===== config.mk =====
export PLATFORM = sky130hd
export DESIGN_NAME = lmb_bram_port_arbiter
export DESIGN_NICKNAME = d
export VERILOG_FILES = /design/src/rtl/lmb_bram_port_arbiter.sv
export SDC_FILE = /design/constraint.sdc
export NUM_CORES = 1
export LEC_CHECK = 0
export ABC_AREA = 0
export BUFFER_PORTS_ARGS = -buffer_cell sky130_fd_sc_hd__buf_2
export CAP_MARGIN = 20
export CORE_ASPECT_RATIO = 0.9
export CORE_MARGIN = 8
export CORE_UTILIZATION = 48
export CTS_CLUSTER_DIAMETER = 200
export DETAILED_ROUTE_END_ITERATION = 8
export HOLD_SLACK_MARGIN = 0.03
export PLACE_DENSITY = 0.86
export SLEW_MARGIN = 20
export SYNTH_ARGS = -nofsm -noshare
export SYNTH_HDL_FRONTEND = slang
export SYNTH_SLANG_ARGS = --single-unit

===== constraint.sdc =====
create_clock -name Clk -period 2.67 [get_ports Clk]
set_input_delay 0.1335 -clock Clk [delete_from_list [all_inputs] [get_ports Clk]]
set_output_delay 0.1335 -clock Clk [all_outputs]
set_load 0.02 [all_outputs]

===== src/rtl/lmb_bram_port_arbiter.sv =====
// Shares one LMB data BRAM port between two local requesters (M0, M1) with
// round-robin or fixed-priority arbitration and an optional post-reset fill.
module lmb_bram_port_arbiter #(
   parameter int unsigned C_MEMSIZE        = 'h8000,
   parameter int unsigned C_PORT_DWIDTH    = 32,
   parameter int unsigned C_PORT_AWIDTH    = 32,
   parameter int unsigned C_NUM_WE         = 4,
   parameter int unsigned C_FIXED_PRIORITY = 0,
   parameter int unsigned C_INIT_ON_RESET  = 0,
   parameter logic [C_PORT_DWIDTH-1:0] C_INIT_VALUE = 32'h00000000
) (
   input  logic                     Clk,
   input  logic                     Rst_n,
   output logic                     Init_Done,
   input  logic                     M0_Req,
   input  logic                     M0_RNW,
   input  logic [C_PORT_AWIDTH-1:0] M0_Addr,
   input  logic [C_PORT_DWIDTH-1:0] M0_WrData,
   input  logic [C_NUM_WE-1:0]      M0_BE,
   output logic                     M0_Ack,
   output logic [C_PORT_DWIDTH-1:0] M0_RdData,
   output logic                     M0_RdValid,
   input  logic                     M1_Req,
   input  logic                     M1_RNW,
   input  logic [C_PORT_AWIDTH-1:0] M1_Addr,
   input  logic [C_PORT_DWIDTH-1:0] M1_WrData,
   input  logic [C_NUM_WE-1:0]      M1_BE,
   output logic                     M1_Ack,
   output logic [C_PORT_DWIDTH-1:0] M1_RdData,
   output logic                     M1_RdValid,
   output logic                     BRAM_EN,
   output logic [C_NUM_WE-1:0]      BRAM_WEN,
   output logic [C_PORT_AWIDTH-1:0] BRAM_Addr,
   output logic [C_PORT_DWIDTH-1:0] BRAM_Dout,
   input  logic [C_PORT_DWIDTH-1:0] BRAM_Din
);

   typedef enum logic [1:0] {
      ST_RST_EXIT = 2'd0,
      ST_INIT     = 2'd1,
      ST_IDLE     = 2'd2
   } state_t;

   localparam int unsigned WORDS = C_MEMSIZE / 4;
   localparam int unsigned WCW   = (WORDS > 1) ? $clog2(WORDS) : 1;
   localparam logic [WCW-1:0] LAST_WORD = WCW'(WORDS - 1);

   state_t                     state_q, state_d;
   logic [WCW-1:0]             word_q, word_d;
   logic                       init_done_q, init_done_d;
   logic                       last_grant_q, last_grant_d;   // 0 = M0, 1 = M1
   logic [1:0]                 ack_q, ack_d;
   logic [1:0]                 rd_issue_q, rd_issue_d;
   logic [1:0]                 rd_valid_q, rd_valid_d;
   logic                       en_q, en_d;
   logic [C_NUM_WE-1:0]        wen_q, wen_d;
   logic [C_PORT_AWIDTH-1:0]   addr_q, addr_d;
   logic [C_PORT_DWIDTH-1:0]   dout_q, dout_d;

   logic [1:0]                 elig;
   logic [1:0]                 grant;
   logic                       sel_rnw;
   logic [C_PORT_AWIDTH-1:0]   sel_addr;
   logic [C_PORT_DWIDTH-1:0]   sel_wd;
   logic [C_NUM_WE-1:0]        sel_be;

   logic unused_addr_lsbs;
   assign unused_addr_lsbs = ^{M0_Addr[1:0], M1_Addr[1:0]};

   always_comb begin
      state_d      = state_q;
      word_d       = word_q;
      init_done_d  = init_done_q;
      last_grant_d = last_grant_q;
      ack_d        = 2'b00;
      rd_issue_d   = 2'b00;
      rd_valid_d   = rd_issue_q;
      en_d         = 1'b0;
      wen_d        = '0;
      addr_d       = addr_q;
      dout_d       = dout_q;
      // A requester is masked in its own Ack cycle, its Req is still the old one
      elig         = {M1_Req, M0_Req} & ~ack_q;
      grant        = 2'b00;
      sel_rnw      = 1'b0;
      sel_addr     = '0;
      sel_wd       = '0;
      sel_be       = '0;

      unique case (state_q)
         ST_RST_EXIT: begin
            if (C_INIT_ON_RESET != 0) begin
               state_d = ST_INIT;
               word_d  = '0;
               en_d    = 1'b1;
               wen_d   = '1;
               addr_d  = '0;
               dout_d  = C_INIT_VALUE;
            end else begin
               state_d     = ST_IDLE;
               init_done_d = 1'b1;
            end
         end
         ST_INIT: begin
            if (word_q == LAST_WORD) begin
               state_d     = ST_IDLE;
               init_done_d = 1'b1;
            end else begin
               word_d = word_q + 1'b1;
               en_d   = 1'b1;
               wen_d  = '1;
               addr_d = C_PORT_AWIDTH'(word_d) << 2;
               dout_d = C_INIT_VALUE;
            end
         end
         ST_IDLE: begin
            if (elig == 2'b11)
               grant = ((C_FIXED_PRIORITY != 0) || last_grant_q) ? 2'b01 : 2'b10;
            else
               grant = elig;

            sel_rnw  = grant[1] ? M1_RNW    : M0_RNW;
            sel_addr = grant[1] ? M1_Addr   : M0_Addr;
            sel_wd   = grant[1] ? M1_WrData : M0_WrData;
            sel_be   = grant[1] ? M1_BE     : M0_BE;

            if (grant != 2'b00) begin
               ack_d        = grant;
               en_d         = 1'b1;
               wen_d        = sel_rnw ? '0 : sel_be;
               addr_d       = {sel_addr[C_PORT_AWIDTH-1:2], 2'b00};
               dout_d       = sel_wd;
               rd_issue_d   = grant & {2{sel_rnw}};
               last_grant_d = grant[1];
            end
         end
         default: state_d = ST_RST_EXIT;
      endcase
   end

   always_ff @(posedge Clk) begin
      if (!Rst_n) begin
         state_q      <= ST_RST_EXIT;
         word_q       <= '0;
         init_done_q  <= 1'b0;
         last_grant_q <= 1'b1;
         ack_q        <= 2'b00;
         rd_issue_q   <= 2'b00;
         rd_valid_q   <= 2'b00;
         en_q         <= 1'b0;
         wen_q        <= '0;
         addr_q       <= '0;
         dout_q       <= '0;
      end else begin
         state_q      <= state_d;
         word_q       <= word_d;
         init_done_q  <= init_done_d;
         last_grant_q <= last_grant_d;
         ack_q        <= ack_d;
         rd_issue_q   <= rd_issue_d;
         rd_valid_q   <= rd_valid_d;
         en_q         <= en_d;
         wen_q        <= wen_d;
         addr_q       <= addr_d;
         dout_q       <= dout_d;
      end
   end

   assign Init_Done  = init_done_q;
   assign M0_Ack     = ack_q[0];
   assign M1_Ack     = ack_q[1];
   assign M0_RdValid = rd_valid_q[0];
   assign M1_RdValid = rd_valid_q[1];
   assign M0_RdData  = BRAM_Din;
   assign M1_RdData  = BRAM_Din;
   assign BRAM_EN    = en_q;
   assign BRAM_WEN   = wen_q;
   assign BRAM_Addr  = addr_q;
   assign BRAM_Dout  = dout_q;

endmodule


# Word-level counts from Yosys, hierarchy flattened
# Index checks and enable logic that the tools add are counted.
dict set report op_classes {
  reduce_logical 10
  bitwise_logic 5
  n_mux 24
  add_sub_neg 1
  n_eq_ne 7
}
# operator n
set op_table {}
lappend op_table {{32-bit two-way mux} 6}
lappend op_table {{32-bit one-hot mux with 2 select lines} 2}
lappend op_table {{4-bit two-way mux} 4}
lappend op_table {{13-bit by 1-bit adder with 13-bit output, second input constant} 1}
lappend op_table {{13-bit equality test, second input constant} 1}
lappend op_table {{2-bit two-way mux} 4}
lappend op_table {{4-bit one-hot mux with 2 select lines} 1}
lappend op_table {{2-bit AND reduction} 4}
lappend op_table {{2-bit inequality test, second input constant} 3}
lappend op_table {{2-bit one-hot mux with 3 select lines} 1}
lappend op_table {{3-bit AND reduction} 2}
lappend op_table {{2-bit nonzero test} 3}
lappend op_table {{2-bit AND} 2}
lappend op_table {{2-bit equality test, second input constant} 2}
lappend op_table {{1-bit two-way mux} 4}
lappend op_table {{1-bit one-hot mux with 2 select lines} 2}
lappend op_table {{2-bit by 1-bit equality test with 1-bit output, second input constant} 1}
lappend op_table {{2-bit zero test} 1}
lappend op_table {{1-bit NOT} 2}
lappend op_table {{2-bit NOT} 1}
dict set report totals {
  reg_bits 92
}

# Logic depth before layout (Yosys ltp)
dict set report logic_depth {
  ltp_word 9
  depth_mapped 7
  depth_no_buf 3
}

# Worst setup path before layout
# OpenSTA, ideal clock, no wires.
dict set report synth_path {
  path_kind {register to register}
  from {register ack_q[0]}
  to {register dout_q[5], in the netlist BRAM_Dout[5]}
  synth_period_minus_slack_ns 1.516
  required_time_ns 2.551
  stages_incl_launch_ff 6
  arrival_ns 1.397
  setup_ns 0.119
  path_slack_ns 1.154
  cell_sequence {dfxtp_1 > nand3b_1 > buf_4 > clkbuf_1 > a21boi_0 > o221a_1}
}
dict set report synth_via {
  elab_chain_len 8
  elab_cells_between_ends 11
  cone_classes {2 x eq/ne; 5 x mux; 2 x bitwise; 2 x reduce/logical}
}
# element line
set synth_rtl {}
lappend synth_rtl {{start, declared} 52} ;# logic [1:0] ack_q, ack_d;
lappend synth_rtl {{start signal, assigned} 159} ;# ack_q <= ack_d;
lappend synth_rtl {{2-bit NOT *} 83} ;# elig = {M1_Req, M0_Req} & ~ack_q;
lappend synth_rtl {{2-bit AND *} 83}
lappend synth_rtl {{2-bit equality test} 117} ;# if (elig == 2'b11)
lappend synth_rtl {{2-bit two-way mux *} 117}
lappend synth_rtl {{2-bit two-way mux *} 90} ;# unique case (state_q)
lappend synth_rtl {{32-bit two-way mux or 2-bit nonzero test (tied branches)} {124, 127}}
lappend synth_rtl {{32-bit two-way mux or 2-bit inequality test (tied branches)} n/a}
lappend synth_rtl {{32-bit one-hot mux with 2 select lines or 3-bit AND reduction (tied branches)} n/a}
lappend synth_rtl {{end signal, assigned} 165} ;# dout_q <= dout_d;
lappend synth_rtl {{end, declared} 58} ;# logic [C_PORT_DWIDTH-1:0] dout_q, dout_d;
# Every way passes the cells marked *; elsewhere a longest branch is shown, timed or not. The select of a mux whose other input is x is not followed.
# A chain may end at the register's enable or synchronous reset.

# Final worst setup path
dict set report layout_path {
  from {register ack_q[1]}
  to {register addr_q[16], in the netlist BRAM_Addr[16]}
}
dict set report layout_via {
  elab_chain_len 8
  elab_cells_between_ends 11
  cone_classes {2 x eq/ne; 5 x mux; 2 x bitwise; 2 x reduce/logical}
}
# element line
set layout_rtl {}
lappend layout_rtl {{2-bit NOT *} 83}
lappend layout_rtl {{2-bit AND *} 83}
lappend layout_rtl {{2-bit equality test} 117}
lappend layout_rtl {{2-bit two-way mux *} 117}
lappend layout_rtl {{2-bit two-way mux *} 90}
lappend layout_rtl {{32-bit two-way mux or 2-bit nonzero test (tied branches)} {123, 127}}
lappend layout_rtl {{32-bit two-way mux or 2-bit inequality test (tied branches)} n/a}
lappend layout_rtl {{32-bit one-hot mux with 2 select lines or 3-bit AND reduction (tied branches)} n/a}
lappend layout_rtl {{end signal, assigned} 164} ;# addr_q <= addr_d;
lappend layout_rtl {{end, declared} 57} ;# logic [C_PORT_AWIDTH-1:0] addr_q, addr_d;
# Marks and branches as above.

==> results.toml <==
[status]
run_status = "finished clean"

[layout]
diodes = 0
drive_above_1_share_pct = 51.2
syn2layout_area_growth_pct = 13.0
final_cells = 731
final_area_um2 = 5980
fin_util_pct = 55.5
finalNetCount = 768

[drt]
wl_per_cell_um = 22.1
dr.pass1.iters = 4
detail_route.vias_per_cell = 6.26
drc = 0
drt-total-wl_mm = 16.2
drt_iter0_drc = 407
vias = 4578
ant_nets = 0

[floorplanning]
die_h_um = 116
die_x_um = 127
fp.coreArea_um2 = 10800
row_count = 36
die-area_um2 = 14600
initial_core_util_pct = 49.1
io_pins = 312

[job]
maxCapViolations = 0

[power_and_ir_drop]
power.density_nw_per_um2 = 552
p_int_mw = 2.26
switchingPower_mw = 1.04
p_seq_share_pct = 38.8
p_total_mw = 3.30
vdd_ir_drop_max_mv = 0.298
pwr-share-clk_pct = 35.8
netSwitchingFraction_pct = 31.4
power_leakage_nw = 2.41
combPwrFrac_pct = 25.4

[worst_setup_path]
crit_chain = "nand2b_1 > a21boi_4 > buf_4 > o221a_1"
cp.buffers_inverters = 1
cp.arrival_ps = 2210
critPathRequiredTime_ps = 2930
worstPathMaxFanout = 62
timing.reg2reg.setup_slack_ps = 720
critPathLaunch = "ack_q[1]"
cp-endpoint = "BRAM_Addr[16]"
setup.worst_path.end_class = "flop"
crit_family = "buffers and inverters"
r2r_cells = 4
critPathSlowestCell = "buf_4"
cp_slowest_stage_delay_ps = 600
cp.depth = 4
worstSetupStartpointType = "flop"
r2r-end = "BRAM_Addr[16]"
crit_type = "flop to flop"
rr_startpoint = "ack_q[1]"

[sta]
finalHoldViolCount = 0
fin_ws_ps = 725
drv_slew = 0
finalSetupViolCount = 0
rsz0062_at_grt = "false"
fin_worst_skew_ps = 7.34
slew_headroom_pct = 52.1
timing.final.crit_period_ps = 1950
worst-slew-pin-transition_ps = 718
setup_tns_ps = 0
period_share_pct = 72.9
max_freq_mhz = 514
timing.hold.ws_ps = 73.7

[clock_network]
clock_sinks = 76
cts-resized-gates = 0
cts_setup_buffers = 0
clk_pin_slew_worst_paths_ps = 60
cts_tree = "done"
insertion_delay_ps = 320
cts.path.max_buffers = 2
h-tree-depth = 3
hold_buffers = 0
cts_made_buffers = 9
cts_root_buf = "clkbuf_16"

[synth]
synth.most_common_cell = "dfxtp_1"
yosysTopAreaCell = "dfxtp_1"
synth_flop_cell = "dfxtp_1"
synth.ff_latch_count = 76
yosys_warnings = 0
netlist_top_cells_area = "dfxtp_1 29%, o221ai_2 17%, o221a_1 13%"
synth_cell_type_count = 32
syn_avg_cell_area_um2 = 10.6
netlist_area_um2 = 5290
ys_seq_area_share_pct = 28.8
synthTopCellsByCount = "76 x dfxtp_1, 73 x buf_4, 63 x nand3b_1"
synth-edff-count = 0
postSynthCellCount = 497
synthArstFlopShare_pct = 0
synth_top_area_share_pct = 28.8

[global_routing]
grt_use_total_pct = 21.3
grt_pass1_wl_mm = 25.5
grt_start_max_net_pins = 83
grt_pass1_vias = 4795
antenna_found_initial = 0
grt-ovfl-total = 0

[place]
pre_cts_slack_ps = 752
placed_area_um2 = 5690
gp_congestion = 0.768
io_buffers = 209
placed_cells = 716
dp_hpwl_mm = 11.0

[min_path]
min_path_type = "input pin to flop"
## power groups by stage
| stage | Combinational (mW) | Clock [mW] | Sequential, mW |
|---|---|---|---|
| 6_report | 0.837 | 1.18 | 1.28 |
| 5_1_grt | 0.905 | 1.27 | 1.29 |
| 4_1_cts | 0.842 | 1.22 | 1.28 |
| 3_5_place_dp | 0.840 | 0 | 1.30 |
| 3_3_place_gp | 0.817 | 0 | 1.30 |
| 2_1_floorplan | 0.645 | 0 | 1.39 |
## metal layers
metal,global-route usage (%),part of all wire [%],up-vias
li1,-,-,2102
met3,6.62,8.7,33
met4,7.76,2.1,0
met5,0,0,-
met1,25.2,40,2239
met2,35.9,49,204
## cell families after synthesis
logic type             share of synthesized area, %
AOI/OAI and AO/OA                              42.0
other                                        0.0709
DFF                                            28.8
and+or+nand+nor                                10.8
buffers and inverters                          18.4
## worst min-delay path by stage
stage                       from            end  slack (ps)  depth (start not counted)
floorplan               M1_BE[0]    BRAM_WEN[0]         300                          2
global placement    BRAM_Din[15]  M0_RdData[15]         270                          0
detailed placement  BRAM_Din[15]  M0_RdData[15]         270                          0
CTS                     M1_BE[1]    BRAM_WEN[1]          60                          3
global route            M1_BE[1]    BRAM_WEN[1]          60                          3
finish                  M1_BE[1]    BRAM_WEN[1]          70                          3
## cell usage in the layout (no fill, tap or decap), types with 2 or more instances in the layout
cell type  instances
buf_4             11
clkbuf_8           3
buf_2            209
nand2b_1           2
o221ai_1           2
buf_12             2
dfxtp_1           74
conb_1             2
nand3b_1          63
o221ai_2          60
a21boi_1           2
a21oi_1            4
nor2b_4            2
and2_1             2
nand4_1            4
o221a_1           62
o211ai_1           5
a21boi_0          61
clkbuf_16          9
inv_1              4
## final cells by class
class / instances / area (µm²)
fill: 944 / 4790
multi-input combinational: 280 / 2810
sequential: 76 / 1530
timing repair buffer: 222 / 1170
clock buffer: 12 / 267
tap: 133 / 166
clock inverter: 3 / 21.3
inverter: 5 / 18.8
## state kept, by name (all words and copies together) (netlist names)
register and count:
BRAM_Dout 32, rd_valid_q 2, state_q 1, BRAM_WEN 4, rd_issue_q 2, BRAM_Addr 30, ack_q 2, BRAM_EN 1
last_grant_q 1, Init_Done 1
## tightest hold or removal path, cell delays in order
cell and delay (ps):
buf_2 100, nand4_1 70, a21oi_1 50
Note: power is estimated with default switching activity, not from simulation.
